`src/rtl/tick_sched.sv`:
```
// ---------------------------------------------------------------------------
// tick_sched
//   Multi-channel game-timing scheduler. One shared prescaler produces a
//   base_tick pulse at BASE_HZ. Each of NCH channels counts base_ticks and
//   emits a one-cycle tick[i] every div[i] base_ticks. All outputs are
//   clock enables in the clk domain; nothing here generates a derived clock.
//
// Ports
//   clk        system clock
//   rst        asynchronous, active-high reset
//   run        1 = prescaler advances, 0 = pause (all counters hold)
//   ch_en      per-channel enable; dropping it discards partial progress
//   cfg_we     single-cycle config write strobe
//   cfg_ch     channel index for the write (out-of-range writes are ignored)
//   cfg_div    new period in base ticks, 0 = channel silent
//   cfg_ack    one-cycle acknowledge of an accepted write
//   base_tick  one-cycle pulse at BASE_HZ while running
//   tick       one-cycle pulse per channel
// ---------------------------------------------------------------------------
module tick_sched #(
  parameter int CLK_HZ      = 50_000_000,
  parameter int BASE_HZ     = 1000,
  parameter int NCH         = 4,
  parameter int DIVW        = 16,
  parameter int DEFAULT_DIV = 100,
  localparam int CW         = (NCH > 1) ? $clog2(NCH) : 1
) (
  input  logic            clk,
  input  logic            rst,
  input  logic            run,
  input  logic [NCH-1:0]  ch_en,
  input  logic            cfg_we,
  input  logic [CW-1:0]   cfg_ch,
  input  logic [DIVW-1:0] cfg_div,
  output logic            cfg_ack,
  output logic            base_tick,
  output logic [NCH-1:0]  tick
);

  localparam int PRE = CLK_HZ / BASE_HZ;
  localparam int PW  = $clog2(PRE);

  localparam logic [PW-1:0]   PCNT_MAX = PW'(PRE - 1);
  localparam logic [DIVW-1:0] DEF_DIV  = DIVW'(DEFAULT_DIV);
  localparam logic [DIVW-1:0] DEF_CNT  = DIVW'(DEFAULT_DIV - 1);

  logic [PW-1:0] pcnt;
  logic          cfg_valid;

  // Countdown reload value for a period: div-1, but a silent channel (div=0)
  // parks at zero instead of wrapping to all-ones.
  function automatic logic [DIVW-1:0] reload(input logic [DIVW-1:0] d);
    return (d == '0) ? '0 : d - DIVW'(1);
  endfunction

  // Shared prescaler. base_tick is registered so it is exactly one clk wide,
  // and pausing holds pcnt so resuming neither adds nor drops a base tick.
  always_ff @(posedge clk or posedge rst) begin
    if (rst) begin
      pcnt      <= '0;
      base_tick <= 1'b0;
    end else if (run) begin
      if (pcnt == PCNT_MAX) begin
        pcnt      <= '0;
        base_tick <= 1'b1;
      end else begin
        pcnt      <= pcnt + PW'(1);
        base_tick <= 1'b0;
      end
    end else begin
      base_tick <= 1'b0;
    end
  end

  // When NCH fills the whole index space every index is a real channel;
  // otherwise indices at or above NCH must not be acknowledged.
  generate
    if (NCH == (1 << CW)) begin : g_full_index
      assign cfg_valid = 1'b1;
    end else begin : g_part_index
      assign cfg_valid = (cfg_ch < CW'(NCH));
    end
  endgenerate

  // Acknowledge follows each accepted write by one cycle, so back-to-back
  // writes produce back-to-back acks.
  always_ff @(posedge clk or posedge rst) begin
    if (rst) begin
      cfg_ack <= 1'b0;
    end else begin
      cfg_ack <= cfg_we & cfg_valid;
    end
  end

  // Per-channel period register and countdown. Priority: a config write wins
  // over everything (even a coincident base_tick), then a disabled or silent
  // channel is held at its full reload value, then the base tick counts down.
  generate
    for (genvar i = 0; i < NCH; i++) begin : g_ch
      logic [DIVW-1:0] div;
      logic [DIVW-1:0] cnt;
      logic            tick_q;
      logic            hit;

      assign hit     = cfg_we & (cfg_ch == CW'(i));
      assign tick[i] = tick_q;

      always_ff @(posedge clk or posedge rst) begin
        if (rst) begin
          div    <= DEF_DIV;
          cnt    <= DEF_CNT;
          tick_q <= 1'b0;
        end else if (hit) begin
          div    <= cfg_div;
          cnt    <= reload(cfg_div);
          tick_q <= 1'b0;
        end else if (!ch_en[i] || (div == '0)) begin
          cnt    <= reload(div);
          tick_q <= 1'b0;
        end else if (base_tick) begin
          if (cnt == '0) begin
            cnt    <= reload(div);
            tick_q <= 1'b1;
          end else begin
            cnt    <= cnt - DIVW'(1);
            tick_q <= 1'b0;
          end
        end else begin
          tick_q <= 1'b0;
        end
      end
    end
  endgenerate

endmodule

```
`config.mk`:
```
export PLATFORM = sky130hd
export DESIGN_NAME = tick_sched
export DESIGN_NICKNAME = d
export VERILOG_FILES = /design/src/rtl/tick_sched.sv
export SDC_FILE = /design/constraint.sdc
export NUM_CORES = 1
export LEC_CHECK = 0
export CAP_MARGIN = 40
export CORE_MARGIN = 1
export CORE_UTILIZATION = 55
export CTS_CLUSTER_SIZE = 14
export DETAILED_ROUTE_END_ITERATION = 8
export HOLD_SLACK_MARGIN = 0.03
export PLACE_DENSITY_LB_ADDON = 0.15
export SYNTH_ARGS = -nofsm -noshare
export SYNTH_HDL_FRONTEND = slang
export SYNTH_SLANG_ARGS = --single-unit
```
`constraint.sdc`:
```
create_clock -name clk -period 6.9 [get_ports clk]
set_input_delay 0.69 -clock clk [delete_from_list [all_inputs] [get_ports clk]]
set_output_delay 0.69 -clock clk [all_outputs]
set_load 0.01 [all_outputs]
```
==> metrics.txt <==
final hold violation count 0; post-synthesis cell area 9810 sq um; pin count of the biggest net entering global routing 85; Final Critical Period around 3.2 ns; Final Hold Slack 0.481 ns; Final ANT Viol Nets 0; WHS Endpoint g_ch[3].div[5]; worst vdd ir roughly 210 uV; DRC errors left 0; GRT Total Usage 32.2%; Synth Net Count between 1000 and 1500; RSZ-0062 raised after global routing false; asr flop ratio synth between 90% and 100%; initial antenna violation count 1; H-tree depth 4; vias approximately 9000; Post-synth EDFFs 0; commonest register cell after synthesis dfrtp_1; Syn Inst Count approximately 1200; leading area contributor after synthesis dfrtp_1; die area about 18000 sq um; # rows 48; vias in the first global route ~8400; Total Wirelength roughly 28 mm; CP Cell Sequence clkdlybuf4s50_1, nor4_2, nand2_1, nor3_1, mux2i_1, nor2_1, a311o_1; filler instances 1505; 1st-pass router iterations 6; CP Class in -> reg; register area share after synthesis a little under 40%; Reg-to-Reg End g_ch[2].cnt[4]; most frequent cells in the layout 249 x nand2_1, 122 x dfrtp_1, 86 x nor2_1, 54 x xnor2_1, 45 x xor2_1; post-CTS setup buffer count 0; commonest non-fill, non-tap cell in the layout nand2_1; reg-to-reg setup timing slack around 4.0 ns; hold path startpoint g_ch[3].div[5]; Seq cells post-synth 150; CP peak stage delay just under 0.7 ns; final core utilization about 63%; Final Cycle Share a little under half; Crit path arrival time 3.56 ns; Clock Sinks 150; violation count after the first detailed-route iteration approximately 1000; CTS buffer count 17; status finished, final reports clean; buffer levels on the longest clock path 2; Worst-Skew Late Latency around 0.43 ns; Setup TNS 0 ns; antenna cell count 0; Fmax between 300 and 400 MHz; CTS tree done; Crit-path slowest cell clkdlybuf4s50_1; setup ws final 3.66 ns; Ys Warns 0; IO buf count 31; initial core utilization 56.5%; Pwr Density between 200 and 300 nW/um^2; synthesis-to-finish area growth 11.5%; core area 17400 sq um; Hold Buf Count CTS 0; Vias/cell roughly 6.4; worst r2r src g_ch[2].cnt[7]; Final Max Tran Viols 0; # IOs 32; Resize count post-CTS 0; grt ovf 0; slew margin rel. a little under two fifths; Post-layout nets 1218; R2R depth 7; GPL Wtd Cong about 0.9; MaxCap Viol Count 0; main area contributors after synthesis dfrtp_1 31%, nand2_1 9.5%, dfstp_2 7.5%; Hold Path Class reg -> reg; Die H around 140 microns; clock skew between 0.009 and 0.01 ns; layout cell share with drive strength beyond 1 8.16%; Die Wd about 140 microns; WP data required approximately 7.2 ns; Clock Pin Slew Worst Setup and Hold Paths 0.06 ns; detail-routed net length per standard cell about 20 microns; Worst setup EP type flop; Yosys top cell area share around 31%; setup violators final 0; Synth Area per Inst 8.32 sq um; Crit Path Max Fanout 7; CP Launch Type input pin; Leak around 4.5 nW; wire length of the first global-routing pass ~45 mm; hold depth 2; worst slew pin tran around 0.9 ns; clock tree root driver cell clkbuf_16; post-synthesis cell type count just over 70; pre-CTS WS between 3 and 4 ns; HPWL Detailed between 15 and 20 mm
## metrics by stage
step                      power (mW)  instances  cell area, sq um
after floorplan                 1.85       1179              9810
after global placement          2.05       1376             10200
after detailed placement        2.07       1383             10300
after CTS                       3.10       1414             10900
after global routing            3.26       1414             10900
final                           3.11       1414             10900
## cell families after synthesis
family                   synth area share [%]
AND/OR/NAND/NOR                          27.9
AO/OA/AOI/OAI                            15.4
flip-flops                               38.6
XOR/XNOR                                 8.84
buffers and inverters                    3.92
multiplexers                             3.33
adder cells (fa/ha/maj)                  1.91
## worst max path at each step
| stage | end | cells past startpoint | startpoint | slack [ns] |
|---|---|---|---|---|
| 2_1_floorplan | base_tick | 1 | rst | 2.22 |
| 3_3_place_gp | g_ch[1].cnt[12] | 7 | cfg_div[3] | 3.33 |
| 3_5_place_dp | g_ch[1].cnt[12] | 7 | cfg_div[3] | 3.32 |
| 4_1_cts | g_ch[1].cnt[12] | 7 | cfg_div[3] | 3.76 |
| 5_1_grt | g_ch[1].cnt[12] | 7 | cfg_div[8] | 3.53 |
| 6_report | g_ch[1].cnt[12] | 7 | cfg_div[4] | 3.66 |
## routing by layer
| metal | wire (microns) | track usage, % | share of wire [%] |
|---|---|---|---|
| met1 | 12100 | 44.8 | 43 |
| met2 | 12600 | 49.1 | 45 |
| met3 | 2470 | 6.14 | 8.8 |
| met4 | 999 | 13.7 | 3.5 |
| met5 | 0 | 0 | 0 |
## where the power goes
group | switching [mW] | total, mW | internal [mW]
Sequential | 0.227 | 1.30 | 1.08
Clock | 0.383 | 1.02 | 0.641
Combinational | 0.440 | 0.780 | 0.341
## state kept, by name, indices dropped and copies added, names as in the netlist
name / flops
g_ch.tick_q: 4
cfg_ack: 1
pcnt: 16
g_ch.cnt: 64
g_ch.div: 64
base_tick: 1
## synthesized netlist by cell type, drive strengths merged, types with 9 or more instances
cell type,n
o22ai,14
nor2,87
mux2i,27
ha,15
a22oi,12
xnor2,54
o21ai,75
nor3,43
xor2,45
clkbuf,51
nand3,26
dfstp,28
nand2b,9
nor4,38
or4,20
buf,18
or3,12
nand2,249
a21oi,42
inv,22
o22a,10
nor3b,10
nand4,22
dfrtp,122
## critical path, delay by kind of cell
kind | cells | cell delay, ns
buf+inv | 1 | 0.68
compound gates | 1 | 0.28
mux | 1 | 0.52
simple gates | 4 | 1.38
## final cells by class
cell class | instances | area, sq um | share of cell area (%)
clock inverters | 12 | 205 | 1.88
clock buffers | 19 | 433 | 3.96
inverters | 22 | 87.6 | 0.801
well taps | 225 | 282 | 2.58
multi-input cells | 938 | 5650 | 51.7
flip-flops and latches | 150 | 3790 | 34.7
repair buffers | 48 | 484 | 4.43
(Power assumes the default switching activity.)
